File: src/rtl/pipe_pkg.sv
// Shared types and constants for the pipeline hazard controller.
package pipe_pkg;

   typedef enum logic {
      ST_RUN      = 1'b0,
      ST_MEM_WAIT = 1'b1
   } hz_state_e;

   localparam logic [4:0]  REG_ZERO     = 5'd0;
   localparam int unsigned WAIT_MAX_DEF = 16;
   localparam int unsigned CNT_W_DEF    = 8;
   localparam int unsigned REG_IDX_W    = 5;
   localparam int unsigned PERF_CNT_W   = 32;

endpackage

File: src/rtl/pipe_hazard_ctrl_if.sv
// Hazard-controller bundle: datapath hazard sources, memory handshake and pipeline strobes.
interface pipe_hazard_ctrl_if;
   import pipe_pkg::*;

   logic [REG_IDX_W-1:0] ID_rs;
   logic [REG_IDX_W-1:0] ID_rt;
   logic                 EX_MemRead;
   logic [REG_IDX_W-1:0] EX_wreg;
   logic                 EX_branchTaken;
   logic                 MEM_MemRead;
   logic                 MEM_MemWrite;
   logic                 mem_ack;

   logic                 mem_req;
   logic                 pc_en;
   logic                 if_id_en;
   logic                 if_id_flush;
   logic                 id_ex_en;
   logic                 id_ex_flush;
   logic                 ex_mem_en;
   logic                 mem_wb_flush;
   logic                 mem_err;

   // Datapath / memory side
   modport master (
      output ID_rs, ID_rt, EX_MemRead, EX_wreg, EX_branchTaken,
             MEM_MemRead, MEM_MemWrite, mem_ack,
      input  mem_req, pc_en, if_id_en, if_id_flush, id_ex_en, id_ex_flush,
             ex_mem_en, mem_wb_flush, mem_err
   );

   // Controller side
   modport slave (
      input  ID_rs, ID_rt, EX_MemRead, EX_wreg, EX_branchTaken,
             MEM_MemRead, MEM_MemWrite, mem_ack,
      output mem_req, pc_en, if_id_en, if_id_flush, id_ex_en, id_ex_flush,
             ex_mem_en, mem_wb_flush, mem_err
   );

endinterface

File: src/rtl/pipe_hazard_ctrl_hazard_detect.sv
// Load-use comparator: a load in EX whose destination feeds rs/rt of the instruction in ID.
module hazard_detect
   import pipe_pkg::*;
(
   input  logic [REG_IDX_W-1:0] ID_rs,
   input  logic [REG_IDX_W-1:0] ID_rt,
   input  logic                 EX_MemRead,
   input  logic [REG_IDX_W-1:0] EX_wreg,
   output logic                 lu_hazard
);

   // $zero is never a real dependency
   assign lu_hazard = EX_MemRead && (EX_wreg != REG_ZERO) &&
                      ((EX_wreg == ID_rs) || (EX_wreg == ID_rt));

endmodule

File: src/rtl/pipe_hazard_ctrl.sv
// Stall/flush controller for the 5-stage pipeline: memory wait FSM with timeout, branch flush, load-use stall.
// Optional PIPE_HAZARD_CTRL_PERF_EN adds saturating stall_cnt / flush_cnt outputs.
module pipe_hazard_ctrl
   import pipe_pkg::*;
#(
   parameter int unsigned WAIT_MAX = WAIT_MAX_DEF,
   parameter int unsigned CNT_W    = CNT_W_DEF
) (
   input  logic                  clk,
   input  logic                  rst_n,
   pipe_hazard_ctrl_if.slave     hz
`ifdef PIPE_HAZARD_CTRL_PERF_EN
   ,
   output logic [PERF_CNT_W-1:0] stall_cnt,
   output logic [PERF_CNT_W-1:0] flush_cnt
`endif
);

   hz_state_e        state_q, state_d;
   logic [CNT_W-1:0] cnt_q, cnt_d;
   logic             err_q, err_d;

   logic mem_acc;
   logic mem_req_c;
   logic mem_stall_c;
   logic lu_hazard;
   logic br_flush_c;
   logic lu_stall_c;

   hazard_detect u_hazard_detect (
      .ID_rs      (hz.ID_rs),
      .ID_rt      (hz.ID_rt),
      .EX_MemRead (hz.EX_MemRead),
      .EX_wreg    (hz.EX_wreg),
      .lu_hazard  (lu_hazard)
   );

   // Once timed out, accesses complete without a request so the pipeline never hangs
   assign mem_acc     = hz.MEM_MemRead | hz.MEM_MemWrite;
   assign mem_req_c   = mem_acc & ~err_q;
   assign mem_stall_c = mem_req_c & ~hz.mem_ack;
   assign br_flush_c  = ~mem_stall_c & hz.EX_branchTaken;
   assign lu_stall_c  = ~mem_stall_c & ~hz.EX_branchTaken & lu_hazard;

   always_ff @(posedge clk or negedge rst_n) begin
      if (!rst_n) begin
         state_q <= ST_RUN;
         cnt_q   <= '0;
         err_q   <= 1'b0;
      end else begin
         state_q <= state_d;
         cnt_q   <= cnt_d;
         err_q   <= err_d;
      end
   end

   // Wait-state FSM and timeout counter
   always_comb begin
      state_d = state_q;
      cnt_d   = cnt_q;
      err_d   = err_q;
      unique case (state_q)
         ST_RUN: begin
            if (mem_stall_c) begin
               state_d = ST_MEM_WAIT;
               cnt_d   = CNT_W'(1);
            end else begin
               cnt_d   = '0;
            end
         end
         ST_MEM_WAIT: begin
            if (!mem_stall_c) begin
               state_d = ST_RUN;
               cnt_d   = '0;
            end else if (cnt_q == CNT_W'(WAIT_MAX)) begin
               state_d = ST_RUN;
               cnt_d   = '0;
               err_d   = 1'b1;
            end else begin
               cnt_d   = cnt_q + CNT_W'(1);
            end
         end
         default: begin
            state_d = ST_RUN;
            cnt_d   = '0;
         end
      endcase
   end

   // Strobe priority: memory stall > taken branch > load-use
   always_comb begin
      hz.mem_req      = mem_req_c;
      hz.pc_en        = 1'b1;
      hz.if_id_en     = 1'b1;
      hz.if_id_flush  = 1'b0;
      hz.id_ex_en     = 1'b1;
      hz.id_ex_flush  = 1'b0;
      hz.ex_mem_en    = 1'b1;
      hz.mem_wb_flush = 1'b0;
      if (mem_stall_c) begin
         hz.pc_en        = 1'b0;
         hz.if_id_en     = 1'b0;
         hz.id_ex_en     = 1'b0;
         hz.ex_mem_en    = 1'b0;
         hz.mem_wb_flush = 1'b1;
      end else if (br_flush_c) begin
         hz.if_id_flush  = 1'b1;
         hz.id_ex_flush  = 1'b1;
      end else if (lu_stall_c) begin
         hz.pc_en        = 1'b0;
         hz.if_id_en     = 1'b0;
         hz.id_ex_flush  = 1'b1;
      end
   end

   assign hz.mem_err = err_q;

`ifdef PIPE_HAZARD_CTRL_PERF_EN
   // Saturating event counters
   always_ff @(posedge clk or negedge rst_n) begin
      if (!rst_n) begin
         stall_cnt <= '0;
         flush_cnt <= '0;
      end else begin
         if ((mem_stall_c || lu_stall_c) && (stall_cnt != '1))
            stall_cnt <= stall_cnt + PERF_CNT_W'(1);
         if (br_flush_c && (flush_cnt != '1))
            flush_cnt <= flush_cnt + PERF_CNT_W'(1);
      end
   end
`endif

endmodule

File: src/flat_wrapper.sv
// flat-port wrapper written by rule: the top's interface ports become plain ports
module pipe_hazard_ctrl_flat import pipe_pkg::*;
#(
   parameter int unsigned WAIT_MAX = WAIT_MAX_DEF,
   parameter int unsigned CNT_W    = CNT_W_DEF
)
  (clk, rst_n, hz_ID_rs, hz_ID_rt, hz_EX_MemRead, hz_EX_wreg, hz_EX_branchTaken, hz_MEM_MemRead, hz_MEM_MemWrite, hz_mem_ack, hz_mem_req, hz_pc_en, hz_if_id_en, hz_if_id_flush, hz_id_ex_en, hz_id_ex_flush, hz_ex_mem_en, hz_mem_wb_flush, hz_mem_err);
  pipe_hazard_ctrl_if hz_i ();
  input  logic clk;
  input  logic rst_n;
  input wire logic [$bits(hz_i.ID_rs)-1:0] hz_ID_rs;
  input wire logic [$bits(hz_i.ID_rt)-1:0] hz_ID_rt;
  input wire logic [$bits(hz_i.EX_MemRead)-1:0] hz_EX_MemRead;
  input wire logic [$bits(hz_i.EX_wreg)-1:0] hz_EX_wreg;
  input wire logic [$bits(hz_i.EX_branchTaken)-1:0] hz_EX_branchTaken;
  input wire logic [$bits(hz_i.MEM_MemRead)-1:0] hz_MEM_MemRead;
  input wire logic [$bits(hz_i.MEM_MemWrite)-1:0] hz_MEM_MemWrite;
  input wire logic [$bits(hz_i.mem_ack)-1:0] hz_mem_ack;
  output wire logic [$bits(hz_i.mem_req)-1:0] hz_mem_req;
  output wire logic [$bits(hz_i.pc_en)-1:0] hz_pc_en;
  output wire logic [$bits(hz_i.if_id_en)-1:0] hz_if_id_en;
  output wire logic [$bits(hz_i.if_id_flush)-1:0] hz_if_id_flush;
  output wire logic [$bits(hz_i.id_ex_en)-1:0] hz_id_ex_en;
  output wire logic [$bits(hz_i.id_ex_flush)-1:0] hz_id_ex_flush;
  output wire logic [$bits(hz_i.ex_mem_en)-1:0] hz_ex_mem_en;
  output wire logic [$bits(hz_i.mem_wb_flush)-1:0] hz_mem_wb_flush;
  output wire logic [$bits(hz_i.mem_err)-1:0] hz_mem_err;
  assign hz_i.ID_rs = hz_ID_rs;
  assign hz_i.ID_rt = hz_ID_rt;
  assign hz_i.EX_MemRead = hz_EX_MemRead;
  assign hz_i.EX_wreg = hz_EX_wreg;
  assign hz_i.EX_branchTaken = hz_EX_branchTaken;
  assign hz_i.MEM_MemRead = hz_MEM_MemRead;
  assign hz_i.MEM_MemWrite = hz_MEM_MemWrite;
  assign hz_i.mem_ack = hz_mem_ack;
  assign hz_mem_req = hz_i.mem_req;
  assign hz_pc_en = hz_i.pc_en;
  assign hz_if_id_en = hz_i.if_id_en;
  assign hz_if_id_flush = hz_i.if_id_flush;
  assign hz_id_ex_en = hz_i.id_ex_en;
  assign hz_id_ex_flush = hz_i.id_ex_flush;
  assign hz_ex_mem_en = hz_i.ex_mem_en;
  assign hz_mem_wb_flush = hz_i.mem_wb_flush;
  assign hz_mem_err = hz_i.mem_err;
  pipe_hazard_ctrl #(.WAIT_MAX(WAIT_MAX), .CNT_W(CNT_W)) u_core (.clk(clk), .rst_n(rst_n), .hz(hz_i));
endmodule
File: config.mk
export PLATFORM = sky130hd
export DESIGN_NAME = pipe_hazard_ctrl_flat
export DESIGN_NICKNAME = d
export VERILOG_FILES = /design/src/rtl/pipe_pkg.sv /design/src/rtl/pipe_hazard_ctrl_if.sv /design/src/rtl/pipe_hazard_ctrl_hazard_detect.sv /design/src/rtl/pipe_hazard_ctrl.sv /design/src/flat_wrapper.sv
export SDC_FILE = /design/constraint.sdc
export NUM_CORES = 1
export LEC_CHECK = 0
export CORE_ASPECT_RATIO = 0.7
export CORE_MARGIN = 8
export CORE_UTILIZATION = 37
export CTS_CLUSTER_SIZE = 30
export DETAILED_ROUTE_END_ITERATION = 7
export PLACE_DENSITY = 0.75
export REMOVE_ABC_BUFFERS = 1
export SLEW_MARGIN = 20
export SYNTH_ARGS = -nofsm -noshare
export SYNTH_HDL_FRONTEND = slang
export SYNTH_HIERARCHICAL = 1
export SYNTH_SLANG_ARGS = --single-unit
File: constraint.sdc
create_clock -name clk -period 1.6 [get_ports clk]
set_clock_uncertainty 0.1 [all_clocks]
set_input_delay 0.32 -clock clk [delete_from_list [all_inputs] [get_ports clk]]
set_output_delay 0.32 -clock clk [all_outputs]
set_load 0.005 [all_outputs]
==> load_flow_metrics.sql, run 1 <==
INSERT INTO impl_metrics (metric_group, metric, value, unit) VALUES
('run_status', 'status', 'complete, but fails checks', ''),
('run_status', 'failed_checks', 'setup timing', ''),
('sta', 'finalHoldViolCount', '0', ''),
('hold_path', 'min_path_type', 'in2async', ''),
('placed_design', 'buffer_ports.inserted', '30', ''),
('worst_setup_path', 'worst_r2r_startpoint', 'u_core/cnt_q[0]$_DFF_PN0_', ''),
('global_routing', 'grt_pass1_vias', '787', ''),
('worst_setup_path', 'cp_max_fo', '2', ''),
('placed_design', 'sum_of_net_half_perimeters_after_detailed_placement', '1709', 'µm'),
('worst_setup_path', 'timing.reg2reg.worst_path_depth', '5', ''),
('sta', 'pin_slew_with_the_least_headroom_to_its_limit', '483.3', 'ps'),
('cts', 'worst_setup_hold_path_clk_slew', '70', 'ps'),
('yosys', 'synth_most_common_cell', 'sky130_fd_sc_hd__dfrtp_1', ''),
('floorplanning', 'start_util', '0.3880', ''),
('yosys', 'netlist_instances', '74', ''),
('sta', 'final.min_clock_period', '1987', 'ps'),
('yosys', 'synth_enable_flop_cells', '0', ''),
('sta', 'slew-limit-headroom', '0.6768', ''),
('worst_setup_path', 'crit_required', '1180', 'ps'),
('routing', 'avgRoutedWirePerCell', '17.45', 'µm'),
('global_routing', 'grt.overflow.total', '0', ''),
('routing', 'route.detailed.drc', '0', ''),
('yosys', 'synth.top_cell.area_share', '0.3540', ''),
('placed_design', 'gp_routability_congestion', '0.7609', ''),
('worst_setup_path', 'timing.reg2reg.setup_slack', '-10', 'ps'),
('power', 'leakagePower', '0.5599', 'nW'),
('cts', 'cts_made_buffers', '3', ''),
('yosys', 'ys_dominant_reg_cell', 'sky130_fd_sc_hd__dfrtp_1', ''),
('yosys', 'post_synth_most_frequent_cells', 'sky130_fd_sc_hd__dfrtp_1 (10), sky130_fd_sc_hd__xor2_1 (8), sky130_fd_sc_hd__nor3_1 (6)', ''),
('floorplanning', 'design.die.area', '3588', 'µm²'),
('worst_setup_path', 'timing.rr.end', 'u_core/cnt_q[6]$_DFF_PN0_', ''),
('cts', 'ctsHtreeMaxLevel', '1', ''),
('power', 'worst_ir_drop_vdd', '0.4278', 'mV'),
('yosys', 'synth.cell_area', '706.9', 'µm²'),
('global_routing', 'combined_global_route_utilization_of_all_metal_layers', '0.1469', ''),
('yosys', 'count_of_yosys_warnings_during_synthesis', '6', ''),
('floorplanning', 'io_pins', '31', ''),
('sta', 'slew_viol_final', '0', ''),
('worst_setup_path', 'path_class', 'in2out', ''),
('cells_and_area', 'final_net_count', '150', ''),
('routing', 'dr.pass1.iters', '4', ''),
('cells_and_area', 'total_of_fill_cells_in_the_finished_design', '126', ''),
('cells_and_area', 'area_growth_syn_to_fin', '82.48', '%'),
('yosys', 'synth_seq_cells', '10', ''),
('floorplanning', 'std_cell_rows', '13', ''),
('yosys', 'synth-seq-area-share', '0.3540', ''),
('sta', 'final.period_utilization', '1.242', ''),
('routing', 'via_count', '762', ''),
('sta', 'setup-violations-final', '6', ''),
('cells_and_area', 'drive_above_1_share', '0.5440', ''),
('sta', 'setup_ws', '-387.4', 'ps'),
('global_routing', 'largest_net_degree_at_the_start_of_global_routing', '11', ''),
('floorplanning', 'die_height', '52.57', 'µm'),
('routing', 'postRouteAntennaNets', '0', ''),
('flow_run', 'max-cap-violations', '0', ''),
('worst_setup_path', 'crit_path_end_kind', 'output port', ''),
('yosys', 'yosys.area.top_type', 'sky130_fd_sc_hd__dfrtp_1', ''),
('routing', 'wire_length_after_detailed_routing', '2565', 'µm'),
('global_routing', 'antenna_found_initial', '0', ''),
('yosys', 'syn_avg_cell_area', '9.553', 'µm²'),
('cts', 'tritoncts_clock_tree', 'yes', ''),
('cts', 'clock-sinks', '10', ''),
('global_routing', 'grt_pass1_wl', '3974', 'µm'),
('worst_setup_path', 'setup.worst_path.start_class', 'primary input', ''),
('power', 'total_power_divided_by_cell_area', '542.4', 'nW/µm²'),
('sta', 'tns_setup', '-1084', 'ps'),
('sta', 'hold-worst-slack', '274.6', 'ps'),
('yosys', 'synth.distinct_cells', '25', ''),
('routing', 'routed_via_density', '5.184', ''),
('placed_design', 'pre_cts_ws', '-1131', 'ps'),
('yosys', 'ys_async_sr_fraction', '1.000', '');
==> registers in the layout, indices dropped and copies added, names as in the netlist <==
| signal | cells |
|---|---|
| u_core/hz.mem_err | 1 |
| u_core/state_q | 1 |
| u_core/cnt_q | 8 |
==> worst max-delay path, cell delays in order <==
cell and delay (ps):
sky130_fd_sc_hd__buf_6 100, sky130_fd_sc_hd__or4_4 530, sky130_fd_sc_hd__o21ai_2 160, sky130_fd_sc_hd__a21oi_2 60, sky130_fd_sc_hd__buf_4 140, sky130_fd_sc_hd__nor2_2 90, sky130_fd_sc_hd__nor2_1 50, sky130_fd_sc_hd__buf_2 120
==> metal layers <==
| layer | up-vias | track usage | wire (µm) |
|---|---|---|---|
| met1 | 378 | 0.1714 | 1101 |
| met5 | - | 0 | 0 |
| met3 | 6 | 0.04274 | 88 |
| met2 | 17 | 0.2551 | 1336 |
| met4 | 0 | 0.04068 | 38 |
| li1 | 361 | - | - |
==> how the worst max path moves through the flow <==
stage	from	endpoint	slack, ps	cells after the start
global placement	hz_EX_wreg[1]	hz_if_id_en	-1090	6
detailed placement	hz_EX_wreg[1]	hz_if_id_en	-1130	6
floorplan	hz_EX_wreg[1]	hz_if_id_en	-60	4
finish	hz_EX_wreg[1]	hz_id_ex_flush	-390	8
CTS	hz_EX_wreg[4]	hz_id_ex_flush	-370	8
global route	hz_EX_wreg[2]	hz_id_ex_flush	-470	10
==> through the flow <==
stage / std cells / utilization / cell area (µm²)
floorplan: 69 / - / 668.1
global placement: 135 / 0.6044 / 1101
detailed placement: 135 / 0.6044 / 1101
CTS: 144 / 0.6456 / 1176
global route: 147 / 0.7081 / 1290
finish: 147 / 0.7081 / 1290
==> report_power, final <==
group | switching (mW) | internal [mW] | total, mW
clock network | 0.0929 | 0.138 | 0.231
logic | 0.0862 | 0.120 | 0.206
registers | 0.00527 | 0.257 | 0.262
==> repair_timing <==
action / in CTS / in global routing
hold buffers: 0 / 0
resized for setup: 87 / 26
pin swaps: 18 / 14
endpoints found under the setup margin: 16 / 17
gates cloned: 0 / 0
setup buffers: 7 / 4
==> cell type report <==
| class | instances | area, µm² | area share |
|---|---|---|---|
| tap | 22 | 27.53 | 0.02134 |
| inverter | 4 | 15.01 | 0.01164 |
| clock buffer | 4 | 36.28 | 0.02813 |
| multi-input combinational | 55 | 515.5 | 0.3996 |
| timing repair buffer | 52 | 445.4 | 0.3453 |
| sequential | 10 | 250.2 | 0.1940 |
==> cells by family after synthesis <==
logic type / after synthesis / synth area share
simple gates: 27 / 0.2390
flops: 10 / 0.3540
fa+ha+maj: 2 / 0.03539
buf+inv: 9 / 0.07609
compound gates: 13 / 0.1345
xor+xnor: 13 / 0.1611
==> cell usage in the layout (no fill, tap or decap) <==
cell	n
sky130_fd_sc_hd__buf_6	11
sky130_fd_sc_hd__clkbuf_2	2
sky130_fd_sc_hd__ha_2	1
sky130_fd_sc_hd__inv_2	3
sky130_fd_sc_hd__dfrtp_1	10
sky130_fd_sc_hd__clkdlybuf4s50_1	3
sky130_fd_sc_hd__a31o_4	1
sky130_fd_sc_hd__or4_4	1
sky130_fd_sc_hd__nor2_1	2
sky130_fd_sc_hd__o21ai_2	1
sky130_fd_sc_hd__inv_1	1
sky130_fd_sc_hd__clkbuf_8	1
sky130_fd_sc_hd__a21oi_1	1
sky130_fd_sc_hd__xnor2_2	1
sky130_fd_sc_hd__buf_8	1
sky130_fd_sc_hd__xor2_2	1
sky130_fd_sc_hd__buf_2	6
sky130_fd_sc_hd__nor3_1	2
sky130_fd_sc_hd__clkdlybuf4s15_1	3
sky130_fd_sc_hd__nor3_2	4
sky130_fd_sc_hd__a211oi_2	3
sky130_fd_sc_hd__nor2_4	1
sky130_fd_sc_hd__buf_4	17
sky130_fd_sc_hd__or3_1	3
sky130_fd_sc_hd__o21ai_0	3
sky130_fd_sc_hd__nor3b_1	1
sky130_fd_sc_hd__or4b_4	1
sky130_fd_sc_hd__nand4bb_4	1
sky130_fd_sc_hd__a21oi_2	3
sky130_fd_sc_hd__clkbuf_4	3
sky130_fd_sc_hd__o41ai_2	1
sky130_fd_sc_hd__nand4_1	1
sky130_fd_sc_hd__nor2_2	2
sky130_fd_sc_hd__nor4_4	1
sky130_fd_sc_hd__nand2_1	2
sky130_fd_sc_hd__nand3_1	5
sky130_fd_sc_hd__dlygate4sd2_1	9
sky130_fd_sc_hd__xor2_1	7
sky130_fd_sc_hd__ha_4	1
sky130_fd_sc_hd__xnor2_1	4
(Power assumes the default switching activity.)
==> run 2, diff against run 1 <==
Settings changed: SKIP_CTS_REPAIR_TIMING set to 1.
==> run 2 against run 1 <==
- the flow still finishes with violations (setup timing)
- non-clock buffer count decreased by 7
- hold slack worse by 3.3 ps
- routed wire length decreased by 7.4%
- first-iteration DRC count grew 8.7%
- design area fell by 2.4%
- clock-buffer cell count stayed put
- core utilization decreased by 1.7 points
- global-route usage shrank 1.7 points
- critical path type unchanged
==> load_flow_metrics.sql, run 2 (synthesis results as in run 1) <==
INSERT INTO impl_metrics (metric_group, metric, value, unit) VALUES
('run_status', 'status', 'complete, but fails checks', ''),
('run_status', 'failed_checks', 'setup timing', ''),
('cells_and_area', 'most_common_cell_after_layout_fill_and_taps_aside', 'sky130_fd_sc_hd__dlymetal6s2s_1', ''),
('power', 'total_power_divided_by_cell_area', '535.7', 'nW/µm²'),
('routing', 'avgRoutedWirePerCell', '16.97', 'µm'),
('placed_design', 'sum_of_net_half_perimeters_after_detailed_placement', '1709', 'µm'),
('power', 'worst_ir_drop_vdd', '0.3989', 'mV'),
('power', 'leakagePower', '0.6502', 'nW'),
('sta', 'finalHoldViolCount', '0', ''),
('global_routing', 'largest_net_degree_at_the_start_of_global_routing', '11', ''),
('cells_and_area', 'final_cell_mix', 'sky130_fd_sc_hd__dlymetal6s2s_1 (16), sky130_fd_sc_hd__buf_4 (10), sky130_fd_sc_hd__dfrtp_1 (10)', ''),
('placed_design', 'place_inst', '135', ''),
('cells_and_area', 'number_of_flip_flops_in_the_largest_register', '8', ''),
('cells_and_area', 'area_growth_syn_to_fin', '78.05', '%'),
('sta', 'setup_ws', '-273.0', 'ps'),
('cells_and_area', 'final_net_count', '143', ''),
('sta', 'pin_slew_with_the_least_headroom_to_its_limit', '473.4', 'ps'),
('sta', 'setup-violations-final', '7', ''),
('placed_design', 'pre_cts_ws', '-1131', 'ps'),
('routing', 'routed_via_density', '5.071', ''),
('worst_setup_path', 'worst_path_largest_cell_delay', '530', 'ps'),
('routing', 'dr.pass1.iters', '4', ''),
('sta', 'final.period_utilization', '1.171', ''),
('cts', 'clock_insertion_delay_worst_skew', '270', 'ps'),
('cts', 'worst_setup_hold_path_clk_slew', '70', 'ps'),
('worst_setup_path', 'cp_max_fo', '2', ''),
('routing', 'route.detailed.drc', '0', ''),
('cts', 'longest_clk_path_bufs', '2', ''),
('worst_setup_path', 'path_common_cell', 'sky130_fd_sc_hd__a21oi_2', ''),
('placed_design', 'buffer_ports.inserted', '30', ''),
('worst_setup_path', 'slowest_stage', 'sky130_fd_sc_hd__or4_4', ''),
('cts', 'cts-root-buf', 'sky130_fd_sc_hd__clkbuf_4', ''),
('global_routing', 'antenna_found_initial', '0', ''),
('sta', 'rsz0062_at_grt', 'true', ''),
('routing', 'number_of_drc_violations_after_detailed_routing_iteration_0', '25', ''),
('floorplanning', 'die_w', '68.25', 'µm'),
('sta', 'clock.fmax', '533.9', 'MHz'),
('global_routing', 'combined_global_route_utilization_of_all_metal_layers', '0.1297', ''),
('cells_and_area', 'layoutNonFillerInstCount', '140', ''),
('cells_and_area', 'stdcell_area', '1259', 'µm²'),
('sta', 'slew_viol_final', '0', ''),
('worst_setup_path', 'path_class', 'in2out', ''),
('power', 'design_power_total', '0.6743', 'mW'),
('global_routing', 'grt_pass1_wl', '3484', 'µm'),
('placed_design', 'postPlaceCellArea', '1101', 'µm²'),
('cts', 'tritoncts_clock_tree', 'yes', ''),
('worst_setup_path', 'worstPathCellList', 'buf_6, or4_4, o21ai_2, a21oi_2, a21oi_2, buf_2', ''),
('floorplanning', 'start_util', '0.3880', ''),
('worst_setup_path', 'cp_data_arrival_time', '1450', 'ps'),
('routing', 'wire_length_after_detailed_routing', '2376', 'µm'),
('worst_setup_path', 'setup.worst_path.start_class', 'primary input', ''),
('routing', 'postRouteAntennaNets', '0', ''),
('worst_setup_path', 'timing.reg2reg.setup_slack', '-10', 'ps'),
('floorplanning', 'io_pins', '31', ''),
('flow_run', 'max-cap-violations', '0', ''),
('global_routing', 'grt.overflow.total', '0', ''),
('cts', 'cts_made_buffers', '3', ''),
('cells_and_area', 'final_cell_utilization_of_the_core', '0.6909', ''),
('worst_setup_path', 'crit_path_end_kind', 'output port', ''),
('floorplanning', 'core_area', '1822', 'µm²'),
('floorplanning', 'std_cell_rows', '13', ''),
('placed_design', 'gp_routability_congestion', '0.7609', ''),
('cts', 'ctsHtreeMaxLevel', '1', ''),
('cells_and_area', 'drive_above_1_share', '0.4492', ''),
('worst_setup_path', 'crit_required', '1180', 'ps'),
('sta', 'slew-limit-headroom', '0.6834', ''),
('floorplanning', 'design.die.area', '3588', 'µm²'),
('sta', 'final.min_clock_period', '1873', 'ps'),
('cells_and_area', 'diodes', '0', ''),
('hold_path', 'min_path_type', 'in2async', ''),
('worst_setup_path', 'cp_num_buf_inv', '2', ''),
('global_routing', 'grt_pass1_vias', '726', ''),
('floorplanning', 'die_height', '52.57', 'µm'),
('worst_setup_path', 'cp_top_family', 'simple AND/OR/NAND/NOR gates', ''),
('cts', 'clock-sinks', '10', ''),
('cells_and_area', 'top_register', 'u_core/cnt_q', ''),
('routing', 'via_count', '710', '');
[run 2: cell types whose count changed in the layout (fill, tap and decap cells not counted), moves of 2 or more]
cell,change
sky130_fd_sc_hd__dlymetal6s2s_1,+16
sky130_fd_sc_hd__clkbuf_2,+3
sky130_fd_sc_hd__nor2_1,+2
sky130_fd_sc_hd__buf_4,-7
sky130_fd_sc_hd__inv_2,-2
sky130_fd_sc_hd__dlygate4sd2_1,-9
sky130_fd_sc_hd__buf_6,-5
sky130_fd_sc_hd__buf_2,-2
sky130_fd_sc_hd__clkdlybuf4s15_1,-3
[run 2: power breakdown]
part / total, mW / switching [mW] / internal [mW]
clock network: 0.231 / 0.0930 / 0.138
logic: 0.182 / 0.0781 / 0.104
registers: 0.261 / 0.00415 / 0.257
total: 0.674 / 0.175 / 0.499
[run 2: per-stage QoR]
step,setup TNS (ps),hold slack [ps]
after floorplan,-110.9,-75.59
after global placement,-8068,375.4
after detailed placement,-8569,392.7
after CTS,-6558,281.1
after global routing,-1563,299.5
final,-1034,271.3
[run 2: cell type report]
| cell class | instances | area (µm²) |
|---|---|---|
| inverter | 4 | 17.52 |
| tap | 22 | 27.53 |
| clock buffer | 4 | 36.28 |
| multi-input combinational | 55 | 494.2 |
| timing repair buffer | 45 | 432.9 |
| fill | 129 | 563.0 |
| sequential | 10 | 250.2 |
[run 2: metal layers]
layer | wire (µm) | part of all wire | global-route usage
met3 | 93 | 0.039 | 0.04274
met1 | 993 | 0.42 | 0.1515
met5 | 0 | 0 | 0
met4 | 26 | 0.011 | 0.03051
met2 | 1262 | 0.53 | 0.2240
[run 2: final timing paths]
kind / startpoint / cells after the start / end
worst max-delay path: hz_EX_wreg[4] / 6 / hz_if_id_en
worst min-delay path: rst_n / 1 / u_core/cnt_q[2]$_DFF_PN0_
worst max register to register: u_core/hz.mem_err$_DFFE_PN0P_ / 4 / u_core/cnt_q[4]$_DFF_PN0_
worst min register to register: u_core/state_q$_DFF_PN0_ / 1 / u_core/cnt_q[0]$_DFF_PN0_
max in group asynchronous: rst_n / 1 / u_core/cnt_q[5]$_DFF_PN0_
min in group clk: u_core/state_q$_DFF_PN0_ / 1 / u_core/cnt_q[0]$_DFF_PN0_
